## src/rtl/rr_mux_n_way.sv

```systemverilog
// rr_mux_n_way: registered N-way W-bit multiplexer with valid/ready handshake on
// every input channel and on the output. Two modes: round-robin arbitration
// (mode=0) or fixed select (mode=1).
//
// Ports:
//   clock      rising-edge clock
//   reset      asynchronous, active-high reset
//   in_data    CHANNELS*WIDTH, channel k at [k*WIDTH +: WIDTH]
//   in_valid   per-channel offer
//   in_ready   per-channel take (at most one bit high, forced low in reset)
//   mode       0 = round-robin, 1 = fixed select
//   fixed_sel  channel index used when mode=1
//   out_data   registered selected word
//   out_sel    index of the channel that supplied out_data
//   out_valid  out_data/out_sel hold a word
//   out_ready  consumer takes the word this cycle
module rr_mux_n_way #(
    parameter int unsigned WIDTH    = 16,
    parameter int unsigned CHANNELS = 8,
    parameter int unsigned SEL_W    = 3
) (
    input  logic                      clock,
    input  logic                      reset,
    input  logic [CHANNELS*WIDTH-1:0] in_data,
    input  logic [CHANNELS-1:0]       in_valid,
    output logic [CHANNELS-1:0]       in_ready,
    input  logic                      mode,
    input  logic [SEL_W-1:0]          fixed_sel,
    output logic [WIDTH-1:0]          out_data,
    output logic [SEL_W-1:0]          out_sel,
    output logic                      out_valid,
    input  logic                      out_ready
);

    localparam logic [SEL_W-1:0] LAST_CH = SEL_W'(CHANNELS - 1);
    localparam logic [SEL_W-1:0] CH_MOD  = SEL_W'(CHANNELS);

    logic [WIDTH-1:0] data_q, data_d;
    logic [SEL_W-1:0] sel_q, sel_d;
    logic             valid_q, valid_d;
    logic [SEL_W-1:0] ptr_q, ptr_d;

    logic             grant_vld;
    logic [SEL_W-1:0] grant_idx;
    logic [WIDTH-1:0] grant_data;
    logic [SEL_W-1:0] best_dist;
    logic [SEL_W-1:0] cur_dist;
    logic             load_ok;
    logic             xfer;

    // Grant selection: fixed index in mode 1, nearest requester at or after ptr in mode 0.
    always_comb begin
        grant_vld  = 1'b0;
        grant_idx  = '0;
        grant_data = '0;
        best_dist  = '0;
        cur_dist   = '0;
        for (int unsigned k = 0; k < CHANNELS; k++) begin
            if (mode) begin
                // Only in-range indices can match, so an out-of-range fixed_sel never grants.
                if (in_valid[k] && (fixed_sel == SEL_W'(k))) begin
                    grant_vld  = 1'b1;
                    grant_idx  = SEL_W'(k);
                    grant_data = in_data[k*WIDTH +: WIDTH];
                end
            end else begin
                // Circular distance from ptr; the correction only matters for non-power-of-two CHANNELS.
                cur_dist = SEL_W'(k) - ptr_q;
                if (SEL_W'(k) < ptr_q) begin
                    cur_dist = cur_dist + CH_MOD;
                end
                if (in_valid[k] && (!grant_vld || (cur_dist < best_dist))) begin
                    grant_vld  = 1'b1;
                    grant_idx  = SEL_W'(k);
                    grant_data = in_data[k*WIDTH +: WIDTH];
                    best_dist  = cur_dist;
                end
            end
        end
    end

    // Handshake: output register may load when empty or draining this cycle.
    always_comb begin
        load_ok  = !valid_q || out_ready;
        xfer     = grant_vld && load_ok;
        in_ready = '0;
        if (!reset && xfer) begin
            in_ready = CHANNELS'(1) << grant_idx;
        end
    end

    // Next-state for the output register and round-robin pointer.
    always_comb begin
        data_d  = data_q;
        sel_d   = sel_q;
        valid_d = valid_q;
        ptr_d   = ptr_q;
        if (xfer) begin
            data_d  = grant_data;
            sel_d   = grant_idx;
            valid_d = 1'b1;
            if (!mode) begin
                ptr_d = (grant_idx == LAST_CH) ? '0 : grant_idx + SEL_W'(1);
            end
        end else if (out_ready) begin
            valid_d = 1'b0;
        end
    end

    // State registers.
    always_ff @(posedge clock or posedge reset) begin
        if (reset) begin
            data_q  <= '0;
            sel_q   <= '0;
            valid_q <= 1'b0;
            ptr_q   <= '0;
        end else begin
            data_q  <= data_d;
            sel_q   <= sel_d;
            valid_q <= valid_d;
            ptr_q   <= ptr_d;
        end
    end

    assign out_data  = data_q;
    assign out_sel   = sel_q;
    assign out_valid = valid_q;

endmodule
```

## config.mk

```make
export PLATFORM = sky130hd
export DESIGN_NAME = rr_mux_n_way
export DESIGN_NICKNAME = d
export VERILOG_FILES = /design/src/rtl/rr_mux_n_way.sv
export SDC_FILE = /design/constraint.sdc
export NUM_CORES = 1
export LEC_CHECK = 0
export ABC_AREA = 1
export BUFFER_PORTS_ARGS = -buffer_cell sky130_fd_sc_hd__buf_2
export CELL_PAD_IN_SITES_DETAIL_PLACEMENT = 0
export CELL_PAD_IN_SITES_GLOBAL_PLACEMENT = 1
export CORE_MARGIN = 4
export CORE_UTILIZATION = 34
export DETAILED_ROUTE_END_ITERATION = 10
export MAX_ROUTING_LAYER = met4
export PLACE_DENSITY_LB_ADDON = 0.2
export SLEW_MARGIN = 20
export SYNTH_ARGS = -nofsm -noshare
export SYNTH_HDL_FRONTEND = slang
export SYNTH_SLANG_ARGS = --single-unit
```

## constraint.sdc

```tcl
create_clock -name clock -period 12.2 [get_ports clock]
set_input_delay 0.61 -clock clock [delete_from_list [all_inputs] [get_ports clock]]
set_output_delay 0.61 -clock clock [all_outputs]
set_load 0.01 [all_outputs]
```

==> flow_metrics.py, run 1 <==
metrics = {
    "run": {
        "drv_cap": 0,
    },
    "yosys": {
        "syn_inst": 688,
        "yosys_warnings": 0,
        "yosys.area.top_type_share_pct": 19.1,
        "ys_ff_latch": 23,
        "synth_top_cells_by_area": "nand2_1 (19%), dfrtp_1 (15%), nand3_1 (9.6%)",
        "syn_nets": 845,
        "synth_top_area_cell": "nand2_1",
        "seq_area_frac_synth_pct": 14.5,
        "syn_area_um2": 3970,
        "yosysUniqueCellTypes": 39,
        "syn_avg_cell_area_um2": 5.76,
    },
    "clocking": {
        "tritoncts": "yes",
        "cts_setup_buffers": 0,
        "cts_buffers": 3,
        "ctsHoldBuffers": 0,
        "cts_root_buf": "clkbuf_16",
        "clk_pin_slew_ns": 0.06,
        "cts_sinks": 23,
        "clk_latency_ns": 0.26,
        "htree_levels": 1,
        "cts_buffer_depth": 2,
        "cts_resized": 0,
    },
    "worst_setup_path": {
        "cp_max_fo": 33,
        "ff2ff_setup_slack_ns": 3.73,
        "crit_required_ns": 11.59,
        "ff2ff_path_depth": 61,
        "end_kind": "output port",
        "crit_top_cell": "nand2_1",
        "critPathArrivalTime_ns": 8.57,
        "cp-start-kind": "register",
        "worstReg2RegEnd": "ptr_q[0]$_DFFE_PP0P_",
        "r2r-start": "ptr_q[1]$_DFFE_PP0P_",
        "critical_path_class": "reg2out",
        "cp_slowest_stage_delay_ns": 0.57,
        "crit_path_top_delay_cell": "dfrtp_1",
    },
    "sta": {
        "holdWs_ns": 0.440,
        "timing.final.crit_period_ns": 9.18,
        "slew_headroom_pct": 35.3,
        "finalHoldViolations": 0,
        "grt_setup_unrepaired": "false",
        "finClkSkew_ns": 0.00190,
        "drv_slew": 0,
        "max_freq_mhz": 109,
        "min_period_over_period_pct": 75.2,
        "worst_pin_slew_ns": 0.967,
        "totalNegativeSetupSlack_ns": 0,
        "setup_viol": 0,
    },
    "placement": {
        "dp.cells": 962,
        "post-dp-hpwl_mm": 12.6,
        "gp_congestion": 0.977,
        "port_buffers": 170,
    },
    "grt": {
        "antenna_found_initial": 0,
        "grt_pass1_wl_mm": 24.8,
        "grt_start_max_net_pins": 43,
        "grt_use_total_pct": 23.5,
        "grt_pass1_vias": 5054,
        "grt_overflow": 0,
    },
    "routing": {
        "vias": 5233,
        "viasPerCell": 5.42,
        "ant_nets": 0,
        "drc": 0,
        "dr.pass1.iters": 5,
        "drtIter0Drc": 359,
        "wl_mm": 15.6,
        "wl_per_cell_um": 16.1,
    },
    "finish": {
        "num-fill-cells": 1308,
        "antenna_cells": 0,
        "drive_above_1_share_pct": 29.0,
        "area_growth_pct": 23.0,
        "layoutNonFillerInstCount": 966,
        "regArea_um2": 576,
        "multi_input_area_um2": 3000,
        "nNetsFinal": 981,
    },
    "pwr": {
        "p_int_w": 0.000420,
        "power.total_w": 0.000996,
        "switchingPower_w": 0.000577,
        "ir_drop_v": 0.000122,
        "comb_power_share_pct": 78.2,
        "swShare_pct": 57.9,
        "power_leakage_nw": 2.51,
        "p_clk_share_pct": 7.2,
        "cellPowerDensity_nw_per_um2": 204,
        "p_seq_share_pct": 14.6,
    },
    "floorplanning": {
        "dieWidth_um": 116,
        "design.die.area_um2": 13500,
        "core_area_um2": 11400,
        "io_pins": 171,
        "start_util_pct": 34.7,
        "rows": 39,
        "die_h_um": 116,
    },
    "hold_path": {
        "hold_class": "in2async",
    },
    "run_status": {
        "outcome": "finished clean",
    },
}
cell families after synthesis:
family / count (synthesis) / synth area share [%]
AND/OR/NAND/NOR: 415 / 48.1
AO/OA/AOI/OAI: 146 / 22.2
buffers and inverters: 87 / 10.1
flip-flops: 23 / 14.5
adder cells (fa/ha/maj): 14 / 4.42
XOR/XNOR: 3 / 0.663
final cells by class:
cell class | count | share of cell area [%]
repair buffers | 171 | 17.6
well taps | 143 | 3.67
flip-flops and latches | 23 | 11.8
clock inverters | 1 | 0.103
inverters | 47 | 3.82
clock buffers | 3 | 1.54
multi-input cells | 578 | 61.5
sequential cells by signal, summed over array words and instances (netlist names):
signal	count
out_valid	1
out_sel	3
out_data	16
ptr_q	3
placed cells by master, fill, tap and decap left out, drive strengths merged, types with 13 or more instances in the layout:
| cell type | n |
|---|---|
| ha | 14 |
| nand3 | 84 |
| buf | 171 |
| o22ai | 16 |
| a21oi | 40 |
| nor2 | 73 |
| inv | 45 |
| nand4 | 13 |
| nor3 | 19 |
| nand2 | 223 |
| o21ai | 62 |
| dfrtp | 23 |
metrics by stage:
stage	setup slack [ns]	util (%)	cell area, µm²
5_1_grt	2.13	42.7	4880
3_3_place_gp	3.49	42.0	4790
3_5_place_dp	3.34	42.0	4790
2_1_floorplan	5.22	-	3970
6_report	3.02	42.7	4880
4_1_cts	3.04	42.7	4870
power by group through the flow:
stage	combinational, W	clock (W)	sequential, W
6_report	0.000779	0.0000720	0.000145
5_1_grt	0.000894	0.0000753	0.000151
4_1_cts	0.000779	0.0000735	0.000146
3_5_place_dp	0.000776	0	0.000147
3_3_place_gp	0.000767	0	0.000146
2_1_floorplan	0.000581	0	0.000151
Yosys cell counts, drive strengths merged:
cell type    n
xnor2        1
dfrtp       23
o21a         1
nor4         1
and3         1
o211ai      11
xor2         2
o21ai       62
nand3b       1
clkinv       1
clkbuf      23
nor2        73
ha          14
nand3       84
a31oi        7
nand4       13
a21oi       40
nand2      223
o22ai       16
nor3        19
inv         46
buf         17
a22oi        9
routing by layer:
layer / global-route usage, % / wire length [µm] / vias up
met1: 31.1 / 6910 / 2375
met2: 38.6 / 7370 / 226
met5: - / 0 / -
li1: - / - / 2608
met3: 1.83 / 932 / 24
met4: 6.88 / 363 / 0
worst max-delay path: cells and delay by family, from the launching register on:
| family | cells | cell delay (ns) |
|---|---|---|
| flops | 1 | 0.57 |
| buf+inv | 9 | 0.97 |
| xor+xnor | 1 | 0.32 |
| simple gates | 38 | 3.97 |
| fa+ha+maj | 6 | 1.57 |
| compound gates | 7 | 0.91 |
how the worst max path moves through the flow:
stage                               startpoint  slack [ns]           to  cells after the start
final                     ptr_q[1]$_DFFE_PP0P_        3.02  in_ready[7]                     61
after CTS                 ptr_q[1]$_DFFE_PP0P_        3.04  in_ready[7]                     63
after global placement                    mode        3.49  in_ready[7]                     62
after global routing      ptr_q[1]$_DFFE_PP0P_        2.13  in_ready[7]                     61
after detailed placement                  mode        3.34  in_ready[7]                     64
after floorplan           ptr_q[1]$_DFFE_PP0P_        5.22  in_ready[7]                     61
No activity file was read; power rests on OpenSTA's default activity.
==> run 2, diff against run 1 <==
ABC_AREA = 0   (was 1)
CORE_UTILIZATION = 33   (was 34)
clock period = 7.89 ns   (was 12.2 ns; I/O delays follow)
==> run 2 against run 1 <==
Combinational power grew to 2.6 times the previous value. Synthesized cell count is 8.6% lower. Clock skew rose by 0.0019 ns. Largest power group unchanged.
==> flow_metrics.py, run 2 <==
metrics = {
    "sta": {
        "finClkSkew_ns": 0.00380,
        "min_period_over_period_pct": 99.2,
        "max_freq_mhz": 128,
        "timing.final.crit_period_ns": 7.83,
        "drv_slew": 0,
        "grt_setup_unrepaired": "true",
        "totalNegativeSetupSlack_ns": 0,
        "finalHoldViolations": 0,
        "worst_pin_slew_ns": 0.984,
        "setup_viol": 0,
        "holdWs_ns": 0.0299,
        "slew_headroom_pct": 34.2,
    },
    "yosys": {
        "synth_top_area_cell": "dfrtp_1",
        "synth-edff-count": 0,
        "yosys_warnings": 0,
        "syn_area_um2": 4760,
        "synth_top_cells_by_area": "dfrtp_1 (12%), mux2_2 (8.0%), mux2i_1 (7.8%)",
        "seq_area_frac_synth_pct": 12.1,
        "ys_ff_latch": 23,
        "yosysMostFrequentCell": "nand2_1",
        "synth_common_cells": "nand2_1 (89), nor2_1 (43), mux2i_1 (37)",
        "syn_inst": 629,
        "synthArstFlopShare_pct": 100,
        "synthFlopType": "dfrtp_1",
        "syn_nets": 786,
        "syn_avg_cell_area_um2": 7.57,
        "yosysUniqueCellTypes": 77,
        "yosys.area.top_type_share_pct": 12.1,
    },
    "pwr": {
        "switchingPower_w": 0.00117,
        "swShare_pct": 49.4,
        "comb_power_share_pct": 85.7,
        "cellPowerDensity_nw_per_um2": 364,
        "power.total_w": 0.00237,
        "power_leakage_nw": 3.07,
        "p_clk_share_pct": 4.9,
        "ir_drop_v": 0.000191,
        "p_seq_share_pct": 9.5,
        "p_int_w": 0.00120,
    },
    "routing": {
        "wl_per_cell_um": 19.7,
        "ant_nets": 0,
        "drtIter0Drc": 434,
        "dr.pass1.iters": 5,
        "viasPerCell": 5.72,
        "drc": 0,
        "vias": 5697,
        "wl_mm": 19.6,
    },
    "floorplanning": {
        "design.die.area_um2": 16400,
        "start_util_pct": 34.1,
        "io_pins": 171,
        "rows": 43,
        "core_area_um2": 14000,
        "die_h_um": 128,
        "dieWidth_um": 128,
    },
    "worst_setup_path": {
        "r2r-start": "ptr_q[1]$_DFFE_PP0P_",
        "ff2ff_path_depth": 31,
        "critical_path_class": "reg2out",
        "end_kind": "output port",
        "worstReg2RegEnd": "ptr_q[1]$_DFFE_PP0P_",
        "crit_path_top_delay_cell": "or4b_4",
        "critPathArrivalTime_ns": 7.43,
        "crit_required_ns": 7.50,
        "cp_max_fo": 4,
        "crit_top_cell": "ha_4",
        "cp-start-kind": "register",
        "cp_slowest_stage_delay_ns": 0.55,
        "ff2ff_setup_slack_ns": 0.56,
    },
    "clocking": {
        "cts_root_buf": "clkbuf_16",
        "cts_buffer_depth": 2,
        "cts_buffers": 3,
        "ctsHoldBuffers": 0,
        "cts_sinks": 23,
        "tritoncts": "yes",
        "htree_levels": 1,
        "clk_latency_ns": 0.26,
        "clk_pin_slew_ns": 0.06,
    },
    "run": {
        "drv_cap": 0,
    },
    "grt": {
        "grt_pass1_vias": 5369,
        "grtUsageMet3_pct": 2.42,
        "met1_usage_pct": 31.5,
        "grt_pass1_wl_mm": 29.4,
        "gr-usage-met2_pct": 36.5,
        "grt_use_total_pct": 23.0,
        "grt_start_max_net_pins": 37,
        "gr-max-usage-layer": "met2",
        "antenna_found_initial": 0,
        "grt_overflow": 0,
    },
    "hold_path": {
        "hold_class": "in2async",
    },
    "finish": {
        "final_util_pct": 46.5,
        "largest_reg_flops": 16,
        "mostFrequentLayoutCell": "buf_2",
        "drive_above_1_share_pct": 45.3,
        "antenna_cells": 0,
        "num-fill-cells": 1393,
        "nNetsFinal": 974,
        "area_growth_pct": 36.5,
        "layout.cells.most_common_list": "buf_2 (168), nand2_1 (87), buf_4 (60), nor2_1 (41), mux2i_1 (37)",
        "design_area_um2": 6500,
    },
    "placement": {
        "gp_congestion": 0.939,
        "port_buffers": 170,
        "placed_area_um2": 6180,
        "post-dp-hpwl_mm": 15.3,
    },
    "run_status": {
        "outcome": "finished clean",
    },
}
-- run 2: changes by cell type in the layout (fill, tap and decap cells not counted), moves of 13 or more --
cell and change:
o21ai_0 -14, nand3_1 -65, a211oi_1 +13, mux2_2 +34, o21ai_2 -16, o221ai_1 +19
mux2i_1 +37, buf_4 +59, nand2_2 -14, nand2_1 -115, mux2_4 +16, nor2_1 -30
nor4_2 +13
-- run 2: what timing repair did --
| item | in CTS | in global routing |
|---|---|---|
| gates resized for setup | 11 | 13 |
| setup buffers | 8 | 9 |
| pin swaps | 19 | 8 |
| gates cloned | 0 | 0 |
| endpoints found under the setup margin | 8 | 9 |
-- run 2: cell families (layout without fill, tap and decap cells) --
kind of cell | after synthesis | in the layout | share of synthesized area, %
buffers and inverters | 83 | 270 | 7.78
XOR/XNOR | 4 | 4 | 1.29
flip-flops | 23 | 23 | 12.1
adder cells (fa/ha/maj) | 15 | 15 | 3.89
AND/OR/NAND/NOR | 218 | 218 | 23.2
AO/OA/AOI/OAI | 198 | 198 | 30.7
multiplexers | 88 | 88 | 21.0
-- run 2: worst max-delay path, delay by kind of cell (launching register included) --
| family | cells | cell delay, ns |
|---|---|---|
| AO/OA/AOI/OAI | 15 | 3.26 |
| AND/OR/NAND/NOR | 8 | 1.25 |
| adder cells (fa/ha/maj) | 5 | 1.14 |
| multiplexers | 2 | 0.49 |
| flip-flops | 1 | 0.45 |
| buffers and inverters | 3 | 0.37 |
| XOR/XNOR | 1 | 0.18 |
-- run 2: area by class of cell --
type / instances / area [µm²] / area share (%)
timing repair buffer: 232 / 1350 / 20.7
multi-input combinational: 523 / 4130 / 63.6
inverter: 34 / 143 / 2.19
tap: 180 / 225 / 3.46
clock inverter: 1 / 5.00 / 0.0770
clock buffer: 3 / 75.1 / 1.15
sequential: 23 / 577 / 8.87
-- run 2: how the worst max path moves through the flow --
stage	start	end	slack, ns	cells after the start
final	ptr_q[1]$_DFFE_PP0P_	in_ready[7]	0.06	34
after global routing	ptr_q[1]$_DFFE_PP0P_	in_ready[3]	-0.23	35
after floorplan	ptr_q[1]$_DFFE_PP0P_	in_ready[7]	-0.30	38
after detailed placement	ptr_q[1]$_DFFE_PP0P_	in_ready[7]	-0.03	35
after CTS	ptr_q[1]$_DFFE_PP0P_	in_ready[0]	0.01	35
after global placement	ptr_q[1]$_DFFE_PP0P_	in_ready[7]	0.14	35
-- run 2: stage by stage --
step                instances  setup WS (ns)
floorplan                 629         -0.305
global placement          976          0.144
detailed placement        976        -0.0258
CTS                       988         0.0114
global route              996         -0.234
finish                    996         0.0606
-- run 2: power by group through the flow --
stage	combinational (W)	clock (W)	sequential (W)
6_report	0.00203	0.000115	0.000224
5_1_grt	0.00219	0.000120	0.000231
4_1_cts	0.00191	0.000119	0.000223
3_5_place_dp	0.00181	0	0.000223
3_3_place_gp	0.00180	0	0.000223
2_1_floorplan	0.00128	0	0.000233
-- run 2: metal layers --
layer | wire length, µm | up-vias
met4 | 325 | 0
met3 | 1220 | 22
met5 | 0 | -
li1 | - | 2745
met2 | 9210 | 242
met1 | 8860 | 2688
==> run 3, diff against run 2 <==
CORE_UTILIZATION = 37   (was 33)
GPL_TIMING_DRIVEN = 0   (was default)
clock period = 7.35 ns   (was 7.89 ns; I/O delays follow)
==> run 3 against run 2 <==
Worst setup slack got worse by 1.2 ns. Sequential power up 4%. Hold slack improved by 0.32 ns. Critical endpoint unchanged. The run now ends with setup timing left. Total power rose by 22%. Final area increased by 6.8%. Routed wire length increased by 5.8%. Die area shrank 10%. Critical path type unchanged. Clock skew up 0.0023 ns. Core utilization up 8.5 points. Critical path depth increased by 5. Clock power is 5% higher.
==> flow_metrics.py, run 3 (synthesis gave the netlist of run 2 again) <==
metrics = {
    "sta": {
        "worst_pin_slew_ns": 0.992,
        "drv_slew": 0,
        "min_period_over_period_pct": 116,
        "slew_headroom_pct": 33.8,
        "max_freq_mhz": 118,
        "finalHoldViolations": 0,
        "timing.final.ws_setup_ns": -1.15,
        "grt_setup_unrepaired": "true",
        "finClkSkew_ns": 0.00606,
        "setup_viol": 31,
        "timing.final.crit_period_ns": 8.50,
    },
    "run_status": {
        "violations": "setup timing",
        "outcome": "complete, but fails checks",
    },
    "worst_setup_path": {
        "ff2ff_path_depth": 40,
        "cp_max_fo": 5,
        "critPathArrivalTime_ns": 8.13,
        "cp-start-kind": "register",
        "crit_path_top_delay_cell": "or4b_4",
        "crit_top_cell": "ha_4",
        "cp_slowest_stage_delay_ns": 0.55,
        "crit_required_ns": 6.98,
        "critical_path_class": "reg2out",
        "end_kind": "output port",
    },
    "grt": {
        "grt_start_max_net_pins": 26,
        "grt_use_total_pct": 26.9,
        "grt_pass1_vias": 5757,
        "grt_overflow": 0,
        "grt_pass1_wl_mm": 30.9,
        "antenna_found_initial": 0,
    },
    "floorplanning": {
        "core_area_um2": 12600,
        "start_util_pct": 37.7,
        "design.die.area_um2": 14800,
        "io_pins": 171,
        "dieWidth_um": 121,
        "rows": 41,
        "die_h_um": 121,
    },
    "clocking": {
        "cts_buffers": 3,
        "htree_levels": 1,
        "ctsHoldBuffers": 0,
        "clk_latency_ns": 0.26,
        "clk_pin_slew_ns": 0.06,
        "cts_buffer_depth": 2,
        "cts_root_buf": "clkbuf_16",
        "tritoncts": "yes",
        "cts_sinks": 23,
    },
    "placement": {
        "post-dp-hpwl_mm": 16.1,
        "gp_congestion": 0.861,
        "dp.cells": 967,
        "placed_area_um2": 6120,
        "port_buffers": 166,
    },
    "pwr": {
        "power_leakage_nw": 3.17,
        "cellPowerDensity_nw_per_um2": 415,
        "ir_drop_v": 0.000265,
    },
    "finish": {
        "drive_above_1_share_pct": 45.5,
        "layout.cells.most_common_list": "buf_2 (174), nand2_1 (87), buf_4 (43), nor2_1 (39), mux2i_1 (36)",
        "largest_reg_flops": 16,
        "regArea_um2": 577,
        "layoutNonFillerInstCount": 1018,
        "area_growth_pct": 45.8,
        "num-fill-cells": 1252,
        "multi_input_area_um2": 4370,
        "nNetsFinal": 1004,
        "mostFrequentLayoutCell": "buf_2",
        "antenna_cells": 0,
        "design_area_um2": 6950,
    },
    "routing": {
        "vias": 6035,
        "dr.pass1.iters": 5,
        "viasPerCell": 5.93,
        "wl_per_cell_um": 20.4,
        "ant_nets": 0,
        "wl_mm": 20.8,
        "drtIter0Drc": 585,
        "drc": 0,
    },
    "hold_path": {
        "hold_class": "in2async",
    },
    "run": {
        "drv_cap": 0,
    },
}
==> run 3: cell types whose count changed in the layout (fill, tap and decap cells not counted), sizes merged <==
cell | previous run | this run
clkinv | 2 | 1
buf | 232 | 235
clkbuf | 3 | 31
==> run 3: area by class of cell <==
cell class | count | share of cell area (%)
inverters | 34 | 2.16
multi-input cells | 523 | 63.0
clock buffers | 4 | 1.13
well taps | 172 | 3.10
flip-flops and latches | 23 | 8.30
plain buffers | 46 | 3.96
repair buffers | 216 | 18.4
==> run 3: path summary, 6_finish.rpt <==
kind / from / slack [ns] / end
min reg2reg: out_sel[2]$_DFFE_PP0P_ / 0.50 / out_sel[2]$_DFFE_PP0P_
max reg2reg: ptr_q[0]$_DFFE_PP0P_ / -0.68 / ptr_q[0]$_DFFE_PP0P_
max: ptr_q[0]$_DFFE_PP0P_ / -1.15 / in_ready[7]
max in group asynchronous: reset / 6.34 / ptr_q[1]$_DFFE_PP0P_
min: reset / 0.35 / ptr_q[0]$_DFFE_PP0P_
min in group clock: in_data[126] / 0.47 / out_data[14]$_DFFE_PP0P_
==> run 3: repair_timing <==
item                                    4_1_cts  5_1_grt
endpoints found under the setup margin       31       31
endpoints found under the hold margin         0        0
pin swaps                                    33       41
setup buffers                                30       21
gates resized for setup                      47       39
cloned                                        2        0
==> run 3: worst max-delay path, delay by kind of cell, from the launching register on <==
kind	cells	cell delay, ns
flops	1	0.38
fa+ha+maj	6	1.35
mux	2	0.44
buf+inv	9	0.90
simple gates	8	1.26
compound gates	14	3.53
==> run 3: power by group <==
| part | total [W] | internal (W) | switching [W] |
|---|---|---|---|
| clock network | 0.000121 | 0.0000742 | 0.0000471 |
| registers | 0.000232 | 0.000190 | 0.0000428 |
| logic | 0.00253 | 0.00119 | 0.00133 |
| total | 0.00288 | 0.00146 | 0.00142 |
==> run 3: layer usage <==
layer | GRT usage, % | up-vias | share of wire (%)
li1 | - | 2808 | -
met1 | 36.7 | 2878 | 43
met2 | 43.5 | 310 | 47
met3 | 2.52 | 39 | 7.2
met4 | 5.60 | 0 | 2.5
met5 | - | - | 0
==> run 3: metrics by stage <==
step	setup WS [ns]	TNS (ns)	hold WS (ns)	util (%)	total power, W
after global placement	-1.97	-40.32	0.477	48.5	0.00213
after CTS	-1.03	-12.88	0.378	53.0	0.00265
after floorplan	-0.815	-10.52	0.387	-	0.00168
after detailed placement	-2.02	-40.71	0.483	48.5	0.00214
after global routing	-1.37	-23.10	0.440	55.0	0.00305
final	-1.15	-16.18	0.346	55.0	0.00288
